`config.mk`:
```
export PLATFORM = sky130hd
export DESIGN_NAME = operand_fetch
export DESIGN_NICKNAME = d
export VERILOG_FILES = /design/src/rtl/operand_fetch_pkg.sv /design/src/rtl/operand_fetch_fwd_mux.sv /design/src/rtl/operand_fetch.sv
export SDC_FILE = /design/constraint.sdc
export NUM_CORES = 1
export LEC_CHECK = 0
export ABC_AREA = 1
export CORE_AREA = 2 2 146 148
export CTS_CLUSTER_SIZE = 20
export DETAILED_ROUTE_END_ITERATION = 10
export DIE_AREA = 0 0 148 150
export MAX_ROUTING_LAYER = met4
export REMOVE_ABC_BUFFERS = 1
export SLEW_MARGIN = 20
export SYNTH_ARGS = -nofsm -noshare
export SYNTH_HDL_FRONTEND = slang
export SYNTH_SLANG_ARGS = --single-unit
```
`constraint.sdc`:
```
create_clock -name clk -period 1.3 [get_ports clk]
set_input_delay 0.195 -clock clk [delete_from_list [all_inputs] [get_ports clk]]
set_output_delay 0.195 -clock clk [all_outputs]
set_load 0.01 [all_outputs]
```
`src/rtl/operand_fetch_pkg.sv`:
```
// ----------------------------------------------------------------------------
// operand_fetch_pkg
//   Shared types and default sizes for the operand fetch stage.
//   Default W/AW/OPW must agree with the register file the stage drives.
//
//   Optional build macro (consumed by operand_fetch_fwd_mux):
//     OPERAND_FETCH_R0_ZERO_EN - register index 0 reads as hardwired zero.
// ----------------------------------------------------------------------------
package operand_fetch_pkg;

    localparam int W_DEF   = 64;   // data width
    localparam int AW_DEF  = 4;    // register address width
    localparam int OPW_DEF = 6;    // opcode width

    typedef logic [OPW_DEF-1:0] opcode_t;
    typedef logic [AW_DEF-1:0]  reg_idx_t;
    typedef logic [W_DEF-1:0]   data_t;

    // Operand bundle handed to execute.
    typedef struct packed {
        opcode_t  opcode;
        reg_idx_t rd;
        reg_idx_t rs0;
        reg_idx_t rs1;
        data_t    op0;
        data_t    op1;
    } operand_bundle_t;

endpackage

```
`src/rtl/operand_fetch_fwd_mux.sv`:
```
// ----------------------------------------------------------------------------
// operand_fetch_fwd_mux
//   One per regfile read port. Remembers whether the writeback on the edge
//   that launched the synchronous read targeted the same index. If so, the
//   regfile returns the pre-write value, and the captured writeback data is
//   presented instead.
//
//   Optional build macro:
//     OPERAND_FETCH_R0_ZERO_EN - a held source index of 0 yields operand 0,
//                                overriding both forwarding and regfile data.
//
//   Ports:
//     clk, rst      clock, synchronous active-high reset
//     wb_wena_i     writeback enable (same net as regfile wena)
//     wb_waddr_i    writeback address
//     wb_wdata_i    writeback data
//     raddr_i       address presented to the regfile read port this cycle
//     rdata_i       regfile read data (for the address of the previous edge)
//     held_idx_i    source index of the held instruction
//     op_o          resolved operand
// ----------------------------------------------------------------------------
module operand_fetch_fwd_mux
    import operand_fetch_pkg::*;
#(
    parameter int W  = W_DEF,
    parameter int AW = AW_DEF
) (
    input  logic          clk,
    input  logic          rst,
    input  logic          wb_wena_i,
    input  logic [AW-1:0] wb_waddr_i,
    input  logic [W-1:0]  wb_wdata_i,
    input  logic [AW-1:0] raddr_i,
    input  logic [W-1:0]  rdata_i,
    input  logic [AW-1:0] held_idx_i,
    output logic [W-1:0]  op_o
);

    logic         fwd_q, fwd_d;
    logic [W-1:0] fwd_data_q;
    logic [W-1:0] sel_data;

    // Same-edge write/read of one index: the regfile read misses the write.
    assign fwd_d = wb_wena_i && (wb_waddr_i == raddr_i);

    always_ff @(posedge clk) begin
        if (rst) begin
            fwd_q      <= 1'b0;
            fwd_data_q <= '0;
        end else begin
            fwd_q      <= fwd_d;
            fwd_data_q <= wb_wdata_i;
        end
    end

    assign sel_data = fwd_q ? fwd_data_q : rdata_i;

`ifdef OPERAND_FETCH_R0_ZERO_EN
    assign op_o = (held_idx_i == '0) ? '0 : sel_data;
`else
    // Index 0 is an ordinary register; the held index is not needed here.
    logic unused_held_idx;
    assign unused_held_idx = ^held_idx_i;
    assign op_o = sel_data;
`endif

endmodule

```
`src/rtl/operand_fetch.sv`:
```
// ----------------------------------------------------------------------------
// operand_fetch
//   Issue stage feeding a synchronous-read register file. Accepts a decoded
//   instruction, drives the two regfile read addresses, and one cycle later
//   presents the operand bundle to execute. Writebacks landing on the same
//   edge as a read are forwarded; while stalled, the held source addresses
//   are re-read every cycle so operands follow later writes.
//
//   Optional build macro:
//     OPERAND_FETCH_R0_ZERO_EN - register 0 reads as hardwired zero.
//
//   Ports:
//     clk, rst                 clock, synchronous active-high reset
//     in_valid / in_ready      upstream handshake
//     in_opcode/in_rd/in_rs0/in_rs1  decoded instruction fields
//     rf_r0addr/rf_r1addr      regfile read addresses
//     rf_r0data/rf_r1data      regfile read data
//     wb_wena/wb_waddr/wb_wdata  writeback snoop (same nets as regfile write)
//     out_valid / out_ready    downstream handshake
//     out_opcode/out_rd/out_rs0/out_rs1  held instruction fields
//     out_op0/out_op1          resolved operands
// ----------------------------------------------------------------------------
module operand_fetch
    import operand_fetch_pkg::*;
#(
    parameter int W   = W_DEF,
    parameter int AW  = AW_DEF,
    parameter int OPW = OPW_DEF
) (
    input  logic           clk,
    input  logic           rst,

    input  logic           in_valid,
    output logic           in_ready,
    input  logic [OPW-1:0] in_opcode,
    input  logic [AW-1:0]  in_rd,
    input  logic [AW-1:0]  in_rs0,
    input  logic [AW-1:0]  in_rs1,

    output logic [AW-1:0]  rf_r0addr,
    output logic [AW-1:0]  rf_r1addr,
    input  logic [W-1:0]   rf_r0data,
    input  logic [W-1:0]   rf_r1data,

    input  logic           wb_wena,
    input  logic [AW-1:0]  wb_waddr,
    input  logic [W-1:0]   wb_wdata,

    output logic           out_valid,
    input  logic           out_ready,
    output logic [OPW-1:0] out_opcode,
    output logic [AW-1:0]  out_rd,
    output logic [AW-1:0]  out_rs0,
    output logic [AW-1:0]  out_rs1,
    output logic [W-1:0]   out_op0,
    output logic [W-1:0]   out_op1
);

    logic           valid_q, valid_d;
    logic [OPW-1:0] opcode_q;
    logic [AW-1:0]  rd_q, rs0_q, rs1_q;
    logic           accept;

    assign in_ready = !valid_q || out_ready;
    assign accept   = in_valid && in_ready;

    always_comb begin
        valid_d = valid_q;
        if (accept)         valid_d = 1'b1;
        else if (out_ready) valid_d = 1'b0;
    end

    always_ff @(posedge clk) begin
        if (rst) begin
            valid_q  <= 1'b0;
            opcode_q <= '0;
            rd_q     <= '0;
            rs0_q    <= '0;
            rs1_q    <= '0;
        end else begin
            valid_q <= valid_d;
            if (accept) begin
                opcode_q <= in_opcode;
                rd_q     <= in_rd;
                rs0_q    <= in_rs0;
                rs1_q    <= in_rs1;
            end
        end
    end

    // New instruction reads its own sources; otherwise keep re-reading the
    // held ones so a stalled bundle sees later writebacks.
    assign rf_r0addr = accept ? in_rs0 : rs0_q;
    assign rf_r1addr = accept ? in_rs1 : rs1_q;

    operand_fetch_fwd_mux #(.W(W), .AW(AW)) u_fwd0 (
        .clk        (clk),
        .rst        (rst),
        .wb_wena_i  (wb_wena),
        .wb_waddr_i (wb_waddr),
        .wb_wdata_i (wb_wdata),
        .raddr_i    (rf_r0addr),
        .rdata_i    (rf_r0data),
        .held_idx_i (rs0_q),
        .op_o       (out_op0)
    );

    operand_fetch_fwd_mux #(.W(W), .AW(AW)) u_fwd1 (
        .clk        (clk),
        .rst        (rst),
        .wb_wena_i  (wb_wena),
        .wb_waddr_i (wb_waddr),
        .wb_wdata_i (wb_wdata),
        .raddr_i    (rf_r1addr),
        .rdata_i    (rf_r1data),
        .held_idx_i (rs1_q),
        .op_o       (out_op1)
    );

    assign out_valid  = valid_q;
    assign out_opcode = opcode_q;
    assign out_rd     = rd_q;
    assign out_rs0    = rs0_q;
    assign out_rs1    = rs1_q;

endmodule
```
**Yosys cells after proc, flatten, opt, wreduce, memory -nomap -nowiden**

Cells that the tools add are included.

- Word-level logic and storage cells: 22
- Bits in registers: 85
- Bits of input ports: 219

- Multiplexer cells: 6
- Reductions and logical operators: 6
- Equal/unequal tests: 2

Operator list:

| cell | count |
|---|---|
| $mux W64 | 2 |
| $eq A4 B4 Y1 | 2 |
| $mux W4 | 2 |
| $logic_and A1 B1 Y1 | 3 |
| $mux W1 | 2 |
| $reduce_bool A2 Y1 | 1 |
| $logic_not A1 Y1 | 1 |
| $logic_or A1 B1 Y1 | 1 |

**Longest topological paths before layout**

Gate-level depths: netlist of the first run.

- Depth after elaboration: 6
- Mapped depth: 9
- Mapped depth without buffers: 9

**Hierarchy**

A second synthesis of the first run with hierarchy kept.

- Cell total of the unflattened synthesis: 722
- Area, all modules: 6855.3 um^2

Modules (own cells, without submodules):

| module | times used | area each (um^2) | cells an instance |
|---|---|---|---|
| operand_fetch_fwd_mux | 2 | 2979.1 | 293 |
| operand_fetch | 1 | 897.1 | 136 |

**Worst setup path before layout of the first run**

Ideal clock, no wire load.

- Kind: register to output
- Start: register u_fwd0.fwd_q
- End: output port out_op0[10]
- Data required time: 1.105 ns
- Cell stages (with the launch flop): 4
- Slack: 0.095 ns
- Buffers on the path: 2
- Data arrival time: 1.010 ns
- Path through: dfxtp_1 buf_2 buf_4 mux2_2

- Longest elaborated chain between the ends: 1

Ends and longest elaborated chain:

| element | RTL line | RTL |
|---|---|---|
| start: declaration | operand_fetch_fwd_mux.sv:39 | `logic fwd_q, fwd_d;` |
| start signal: assignment | operand_fetch_fwd_mux.sv:51 | `fwd_q <= fwd_d;` |
| $mux W64 | operand_fetch_fwd_mux.sv:56 | `assign sel_data = fwd_q ? fwd_data_q : rdata_i;` |
| end: declaration | operand_fetch.sv:55 | `output logic [W-1:0] out_op0,` |

No other way between the ends.

**Worst setup path in the final report of the first run**

- Start: register u_fwd1.fwd_q
- End: output port out_op1[23]

- Longest elaborated chain between the ends: 1

Ends and longest elaborated chain:

| element | RTL line | RTL |
|---|---|---|
| start: declaration | operand_fetch_fwd_mux.sv:39 |  |
| start signal: assignment | operand_fetch_fwd_mux.sv:51 |  |
| $mux W64 | operand_fetch_fwd_mux.sv:56 |  |
| end: declaration | operand_fetch.sv:56 | `output logic [W-1:0] out_op1` |

No other way between the ends.

==> impl_metrics.tcl, run 1 <==
set metrics [dict create \
    setup_tns_ns -47.84 \
    drive_gt1_share_pct 46.48 \
    fillers 1900 \
    syn_area_sq_um 4427 \
    cp.arrival_ns 1.52 \
    die_w_um 148 \
    finalHoldViolCount 0 \
    tritoncts "built" \
    fin_area_sq_um 10650 \
    cpLargestDelayFamily "buffers and inverters" \
    numClockSinks 85 \
    grt_start_max_net_pins 47 \
    syn_avg_cell_area_sq_um 8.853 \
    htreeDepth 3 \
    r2r_slack_ns -0.11 \
    ir_worst_vdd_mv 0.5595 \
    firstDrtPassIters 4 \
    drtIter0Drc 105 \
    synth_simple_gate_area_share_pct 14.87 \
    cellLeakagePower_nw 5.074 \
    die_area_sq_um 22200 \
    yosys_warnings 0 \
    numPortBuffers 374 \
    cp_num_cells 5 \
    finalPower_mw 8.329 \
    io_pins 375 \
    slew_headroom_pct 71.38 \
    cp-start-kind "register" \
    crit_required_ns 1.11 \
    root_buffer "clkbuf_16" \
    drv_slew 0 \
    criticalPathCategory "register to primary output" \
    run_status "finished, violations left" \
    synthAdderAreaFrac_pct 0 \
    synth_top_family_by_area "multiplexers" \
    place_congestion 0.8116 \
    power.density_nw_per_um2 782.1 \
    max_cap_viol_count 0 \
    cts_buffers 9 \
    clockBufferDepth 2 \
    yosys-top-cells-area "dfxtp_1, mux2_2, inv_1" \
    cp-startpoint "u_fwd1.fwd_q$_SDFF_PP0_" \
    rr_startpoint "out_valid$_SDFFE_PP0P_" \
    hold_class "primary input to register" \
    synth.distinct_cells 17 \
    worst_pin_slew_ns 0.4293 \
    grt_use_total_pct 18.10 \
    cpMostUsedCell "buf_6" \
    clk_latency_ns 0.34 \
    globalRouteOverflowTotal 0 \
    worstReg2RegEnd "u_fwd0.fwd_q$_SDFF_PP0_" \
    viasPerCell 4.095 \
    ys_ff_latch 85 \
    min_period_ns 1.719 \
    finalWorstSetupSlack_ns -0.4190 \
    syn_inst 500 \
    crit_chain "buf_12 -> buf_8 -> buf_6 -> mux2_4 -> buf_6" \
    cp_max_fo 6 \
    violations "setup timing" \
    rows 53 \
    hold_buffers 0 \
    hold_depth 6 \
    synth.area.mux_share_pct 32.56 \
    start_util_pct 21.40 \
    clkSlewWorstSetupHoldPaths_ns 0.06 \
    post-route-drc-count 0 \
    core_area_sq_um 20690 \
    netlist.area_leader.share_pct 38.44 \
    ant_nets 0 \
    grt_pass1_wl_um 29350 \
    cp-endpoint "out_op1[23]" \
    finish.utilization_pct 51.47 \
    max_freq_ghz 0.5817 \
    critPathBufInv 4 \
    die_h_um 150 \
    synth-compound-area-share_pct 1.639 \
    antenna_found_initial 3 \
    fin_worst_skew_ns 0.004278 \
    reg2reg_depth 10 \
    rsz0062_at_grt "yes" \
    synth_xor_area_share_pct 0 \
    wl_um 21290 \
    first_global_vias 5017 \
    critPathSlowestCell "dfxtp_4" \
    end_kind "primary output" \
    place_area_sq_um 8646 \
    cpPeakStageDelay_ns 0.38 \
    num_vias 5041 \
    layout.nets 1167 \
    area_delta_synth_final_pct 140.6 \
    setup_viol 149 \
    fin_crit_sh_pct 132.2 \
    wire_per_inst_um 17.30 \
    dp_hpwl_um 14450 \
    yosysSeqAreaShare_pct 38.44 \
    yosysTopAreaCell "dfxtp_1" \
]
## cell usage in the layout, fill, tap and decap left out
master	n
dfxtp_1	81
o21ai_4	2
buf_2	5
clkdlybuf4s15_1	3
nand3_4	3
mux2_4	124
clkdlybuf4s50_1	215
nand3_2	6
clkbuf_16	10
a21oi_2	9
clkinvlp_4	2
dfxtp_2	2
buf_8	9
buf_16	6
bufinv_16	1
buf_12	15
nor2_1	75
nand2_2	15
dlygate4sd2_1	15
inv_2	7
nand3_1	11
mux2_2	4
nand2_1	20
buf_6	158
nand2_8	2
buf_4	33
nand2_4	22
dfxtp_4	2
clkbuf_2	5
clkbuf_1	2
diode_2	3
a21oi_1	2
inv_1	86
inv_6	1
## timing repair
| item | in CTS | in global routing |
|---|---|---|
| gates resized for setup | 815 | 168 |
| gates cloned | 12 | 0 |
| setup buffers | 44 | 19 |
| endpoints found under the hold margin | 0 | 0 |
| setup endpoints to repair | 156 | 156 |
| pin swaps | 8 | 27 |
## worst min path at each step
stage	end	slack, ns	from
floorplan	out_opcode[0]$_SDFFE_PP0N_	0.26	rst
global placement	out_rd[1]$_SDFFE_PP0N_	0.45	out_rd[1]$_SDFFE_PP0N_
detailed placement	out_opcode[0]$_SDFFE_PP0N_	0.46	out_opcode[0]$_SDFFE_PP0N_
CTS	u_fwd0.fwd_q$_SDFF_PP0_	0.24	rst
global route	u_fwd0.fwd_q$_SDFF_PP0_	0.29	rst
finish	u_fwd0.fwd_q$_SDFF_PP0_	0.27	rst
## metal layers
layer	vias to the layer above	GRT usage [%]	routed length, um
met5	-	-	0
met4	0	5.857	292
met3	18	4.665	1488
met2	198	31.67	11220
met1	2363	20.16	8293
li1	2462	-	-
## worst register-to-register path, stage by stage, from the launching register on
cell and delay (ns):
dfxtp_2 0.33, nand2_4 0.11, buf_6 0.12, nand2_8 0.07, buf_6 0.13, buf_6 0.11, buf_6 0.12, o21ai_4 0.13
nand2_1 0.08, nand3_2 0.07, nor2_1 0.03
## sequential cells by signal, summed over array words and instances (netlist names)
name               flops
out_rs0                4
out_opcode             6
u_fwd0.fwd_q           1
u_fwd0.fwd_data_q     64
out_rd                 4
out_valid              1
out_rs1                4
u_fwd1.fwd_q           1
## cells in the mapped netlist (all sizes together)
library cell,instances
mux2,128
inv,93
dfxtp,85
nor2,75
nand2,58
buf,26
nand3,20
a21oi,11
clkbuf,2
o21ai,2
## through the flow
step / setup slack, ns / hold WS [ns] / instances
CTS: -0.4905 / 0.2411 / 1223
global route: -0.4678 / 0.2889 / 1231
finish: -0.4190 / 0.2683 / 1231
global placement: -0.6135 / 0.4502 / 1155
floorplan: -1.020 / 0.2641 / 472
detailed placement: -0.6153 / 0.4579 / 1155
## layout make-up
cell class / count / area, sq um / share of cell area (%)
inverter: 93 / 349.1 / 3.278
clock inverter: 4 / 53.80 / 0.5052
clock buffer: 12 / 257.7 / 2.420
antenna: 3 / 7.507 / 0.07050
tap: 275 / 344.1 / 3.231
timing repair buffer: 464 / 4991 / 46.87
sequential: 85 / 1712 / 16.07
multi-input combinational: 295 / 2934 / 27.55
## where the power goes
part	switching, mW	internal [mW]	leakage, nW
clock	1.11	1.62	0.145
combinational	0.950	1.79	4.22
sequential	0.109	2.75	0.709
total	2.17	6.16	5.07
## cells by family (layout without fill, tap and decap cells)
kind of cell           count (synthesis)  count (layout)
buffers and inverters                121             573
muxes                                128             128
other                                  0               3
and+or+nand+nor                      153             154
AOI/OAI and AO/OA                     13              13
DFF                                   85              85
(Power assumes the default switching activity.)
==> run 2, diff against run 1 <==
Settings changed: CORE_AREA 2 2 146 148 to 2 2 147 149, DIE_AREA 0 0 148 150 to 0 0 149 151, DONT_BUFFER_PORTS set to 1.
==> impl_metrics.tcl, run 2 (synthesis results as in run 1) <==
set metrics [dict create \
    violations "setup timing" \
    fillers 2183 \
    final_common_cell "inv_1" \
    cp_max_fo 8 \
    num_vias 3752 \
    cp.arrival_ns 1.38 \
    place_ws_ns 0.09656 \
    power.density_nw_per_um2 1066 \
    start_util_pct 21.26 \
    grt_pass1_wl_um 21220 \
    layout.nets 811 \
    largest_register "u_fwd0.fwd_data_q" \
    criticalPathCategory "register to primary output" \
    ir_worst_vdd_mv 0.5501 \
    htreeDepth 3 \
    max_freq_ghz 0.6367 \
    first_global_vias 3722 \
    post-route-drc-count 0 \
    die_h_um 151 \
    largest_register_ffs 64 \
    setup_tns_ns -30.82 \
    drive_gt1_share_pct 36.74 \
    fin_worst_skew_ns 0.002325 \
    antenna_found_initial 3 \
    globalRouteOverflowTotal 0 \
    cts_buffers 9 \
    die_area_sq_um 22500 \
    wl_um 17330 \
    hold_class "primary input to register" \
    finalPower_mw 7.042 \
    worst_pin_slew_ns 0.2520 \
    firstDrtPassIters 4 \
    min_period_ns 1.571 \
    drv_slew 0 \
    ant_nets 0 \
    finalWorstSetupSlack_ns -0.2706 \
    io_pins 375 \
    grt_use_total_pct 13.23 \
    tritoncts "built" \
    die_w_um 149 \
    slew_headroom_pct 83.18 \
    finalHoldViolCount 0 \
    clk_latency_ns 0.34 \
    place_congestion 0.8120 \
    viasPerCell 4.293 \
    core_area_sq_um 20820 \
    dp_hpwl_um 11760 \
    clockBufferDepth 2 \
    grt_start_max_net_pins 49 \
    numPortBuffers 0 \
    cellLeakagePower_nw 3.063 \
    layout_common_cells "inv_1, dfxtp_1, nor2_1, dlygate4sd3_1, mux2_4" \
    area_delta_synth_final_pct 49.21 \
    clkSlewWorstSetupHoldPaths_ns 0.07 \
    rows 53 \
    fin_crit_sh_pct 120.8 \
    setup_viol 136 \
    rsz0062_at_grt "yes" \
    drtIter0Drc 138 \
    numClockSinks 85 \
    end_kind "primary output" \
    crit_required_ns 1.11 \
    wire_per_inst_um 19.83 \
    cp-start-kind "register" \
    max_cap_viol_count 0 \
    run_status "finished, violations left" \
    root_buffer "clkbuf_16" \
]
## run 2: cell count changes in the layout (fill, tap and decap cells not counted), moves of 15 or more
cell,previous run,this run
clkdlybuf4s50_1,215,0
nand2_1,20,36
mux2_2,4,56
buf_4,33,12
mux2_4,124,72
buf_6,158,6
dlygate4sd2_1,15,0
dlygate4sd3_1,0,75
## run 2: cell type report
class | count | area, sq um | area share [%]
multi-input cells | 294 | 2613 | 39.55
well taps | 275 | 344.1 | 5.209
repair buffers | 109 | 1249 | 18.91
inverters | 93 | 359.1 | 5.437
flip-flops and latches | 85 | 1710 | 25.90
clock inverters | 5 | 83.83 | 1.269
diodes | 3 | 7.507 | 0.1137
clock buffers | 10 | 239.0 | 3.618
## run 2: power by group
group / internal [mW] / switching [mW] / total (mW)
clock: 1.73 / 1.11 / 2.84
sequential: 2.75 / 0.117 / 2.87
combinational: 0.700 / 0.631 / 1.33
## run 2: final timing paths
path / startpoint / to / slack, ns / cells past startpoint
setup reg to reg: out_valid$_SDFFE_PP0P_ / u_fwd1.fwd_q$_SDFF_PP0_ / 0.02 / 8
setup / recovery: u_fwd1.fwd_q$_SDFF_PP0_ / out_op1[51] / -0.27 / 3
hold reg to reg: out_rd[2]$_SDFFE_PP0N_ / out_rd[2]$_SDFFE_PP0N_ / 0.51 / 2
hold / removal: in_opcode[1] / out_opcode[1]$_SDFFE_PP0N_ / 0.02 / 2
## run 2: per-layer routing
layer	GRT usage [%]	wire length [um]	vias to the layer above
met5	-	0	-
met4	5.238	225	0
met3	4.066	1454	14
met2	22.17	8682	202
met1	14.78	6965	1792
li1	-	-	1744
## run 2: metrics by stage
stage | hold WS (ns) | instance area [sq um] | instances | util, %
2_1_floorplan | 0.2641 | 4223 | 472 | -
6_report | 0.01681 | 6605 | 874 | 31.72
3_5_place_dp | 0.2752 | 4720 | 758 | 22.67
4_1_cts | 0.003319 | 6058 | 857 | 29.10
3_3_place_gp | 0.2745 | 4720 | 758 | 22.67
5_1_grt | 0.006826 | 6605 | 874 | 31.72
## run 2: worst max-delay path, stage by stage (launching register included)
cell and delay (ns):
dfxtp_4 0.39, buf_12 0.13, clkbuf_16 0.17, mux2_4 0.34
## run 2: repair_timing
action,CTS,global route
pin swaps,8,7
endpoints found under the hold margin,83,0
hold buffers,76,0
gates cloned,0,7
gates resized for setup,51,83
endpoints found under the setup margin,136,138
setup buffers,8,8
==> run 3, diff against run 2 <==
Settings changed: CORE_AREA 2 2 147 149 to 2 2 146 148, DIE_AREA 0 0 149 151 to 0 0 148 150.
==> impl_metrics.tcl, run 3 (synthesis results as in run 1) <==
set metrics [dict create \
    run_status "finished, violations left" \
    violations "setup timing" \
    hold_depth 3 \
    rr_startpoint "out_valid$_SDFFE_PP0P_" \
    rsz0062_at_grt "yes" \
    grt_use_total_pct 14.37 \
    ir_worst_vdd_mv 0.5406 \
    globalRouteOverflowTotal 0 \
    reg2reg_depth 8 \
    fin_worst_skew_ns 0.002630 \
    root_buffer "clkbuf_16" \
    io_pins 375 \
    r2r_slack_ns 0.02 \
    num_vias 3796 \
    dp_hpwl_um 11760 \
    core_area_sq_um 20690 \
    largest_register_ffs 64 \
    start_util_pct 21.40 \
    rows 53 \
    layout.nets 819 \
    viasPerCell 4.275 \
    layout_common_cells "inv_1, dfxtp_1, mux2_2" \
    antenna_found_initial 8 \
    drtIter0Drc 157 \
    drive_gt1_share_pct 37.19 \
    clkSlewWorstSetupHoldPaths_ns 0.07 \
    finalHoldViolCount 0 \
    cellLeakagePower_nw 2.967 \
    crit_required_ns 1.11 \
    firstDrtPassIters 4 \
    post-route-drc-count 0 \
    slew_headroom_pct 82.88 \
    hold_class "primary input to register" \
    cp-startpoint "u_fwd0.fwd_q$_SDFF_PP0_" \
    critPathBufInv 1 \
    max_freq_ghz 0.6333 \
    end_kind "primary output" \
    grt_start_max_net_pins 49 \
    cp-start-kind "register" \
    cpPeakStageDelay_ns 0.40 \
    die_h_um 150 \
    place_congestion 0.7761 \
    clockBufferDepth 2 \
    fin_crit_sh_pct 121.5 \
    wl_um 16890 \
    area_delta_synth_final_pct 46.13 \
    grt_pass1_wl_um 22820 \
    numClockSinks 85 \
    cp_max_fo 30 \
    fillers 2154 \
    min_period_ns 1.579 \
    holdPathEnd "u_fwd0.fwd_q$_SDFF_PP0_" \
    hp-start "wb_waddr[0]" \
    die_w_um 148 \
    stdcell_count 888 \
    die_area_sq_um 22200 \
    wire_per_inst_um 19.02 \
    cpLargestDelayFamily "flip-flops" \
    final_common_cell "inv_1" \
    worst_pin_slew_ns 0.2565 \
    max_cap_viol_count 0 \
    largest_register "u_fwd0.fwd_data_q" \
    numPortBuffers 0 \
    cts_buffers 9 \
    clk_latency_ns 0.34 \
    htreeDepth 3 \
    criticalPathCategory "register to primary output" \
    tritoncts "built" \
    setup_viol 136 \
    power.density_nw_per_um2 1034 \
    drv_slew 0 \
    finalWorstSetupSlack_ns -0.2790 \
    dp_cells 761 \
    cp.arrival_ns 1.38 \
    worstReg2RegEnd "u_fwd0.fwd_q$_SDFF_PP0_" \
    critPathSlowestCell "dfxtp_4" \
    first_global_vias 3899 \
    finish.utilization_pct 31.27 \
    crit_chain "buf_12 -> mux2_2" \
    ant_nets 0 \
]
run 3: cell types whose count changed in the layout (fill, tap and decap cells not counted), sizes merged:
cell / change
buf: +11
diode: +5
clkbuf: -4
clkinvlp: +3
bufinv: -2
clkinv: -1
inv: +1
nand2: +1
run 3: cell type report:
class / count / area (sq um) / area share (%)
Multi-Input combinational cell: 295 / 2511 / 38.82
Sequential cell: 85 / 1710 / 26.44
Timing Repair Buffer: 116 / 1239 / 19.15
Inverter: 93 / 359.1 / 5.551
Tap cell: 275 / 344.1 / 5.319
Clock buffer: 10 / 239.0 / 3.694
Clock inverter: 6 / 46.29 / 0.7157
Antenna cell: 8 / 20.02 / 0.3095
run 3: timing repair:
| item | in CTS | in global routing |
|---|---|---|
| endpoints found under the hold margin | 83 | 0 |
| setup endpoints to repair | 137 | 140 |
| gates cloned | 4 | 0 |
| buffers inserted | 22 | 6 |
| pin swaps | 9 | 10 |
| hold buffers | 76 | 0 |
| gates resized for setup | 78 | 32 |
run 3: tightest hold or removal path: cells and delay by family:
family	cells	cell delay, ns
and+or+nand+nor	3	0.12
run 3: report_power, final:
part           leakage [nW]  switching, mW  internal [mW]  total [mW]
Sequential            0.709          0.121           2.75        2.87
Clock                 0.132           1.14           1.36        2.50
Combinational          2.13          0.622          0.695        1.32
run 3: how the worst max path moves through the flow:
| stage | end | cells after the start |
|---|---|---|
| floorplan | out_op0[0] | 1 |
| global placement | out_op1[14] | 2 |
| detailed placement | out_op1[14] | 2 |
| CTS | out_op1[14] | 2 |
| global route | out_op0[52] | 2 |
| finish | out_op0[52] | 2 |
run 3: metal layers:
metal,track usage (%),vias up,share of wire (%)
met1,15.66,1801,38
met2,24.05,204,52
met5,-,-,0
met4,5.333,0,1.8
met3,5.305,20,8.6
li1,-,1771,-
run 3: through the flow:
step	hold WS (ns)	setup slack [ns]	total power [mW]	TNS [ns]	instance area, sq um
6_report	0.006609	-0.2790	6.686	-30.79	6469
5_1_grt	0.0008762	-0.3257	7.026	-38.05	6469
4_1_cts	0.005689	-0.3177	6.744	-34.91	6310
3_5_place_dp	0.2755	0.04635	3.767	0	4742
3_3_place_gp	0.2750	0.06958	3.760	0	4742
2_1_floorplan	0.2641	-1.020	3.563	-130.57	4223
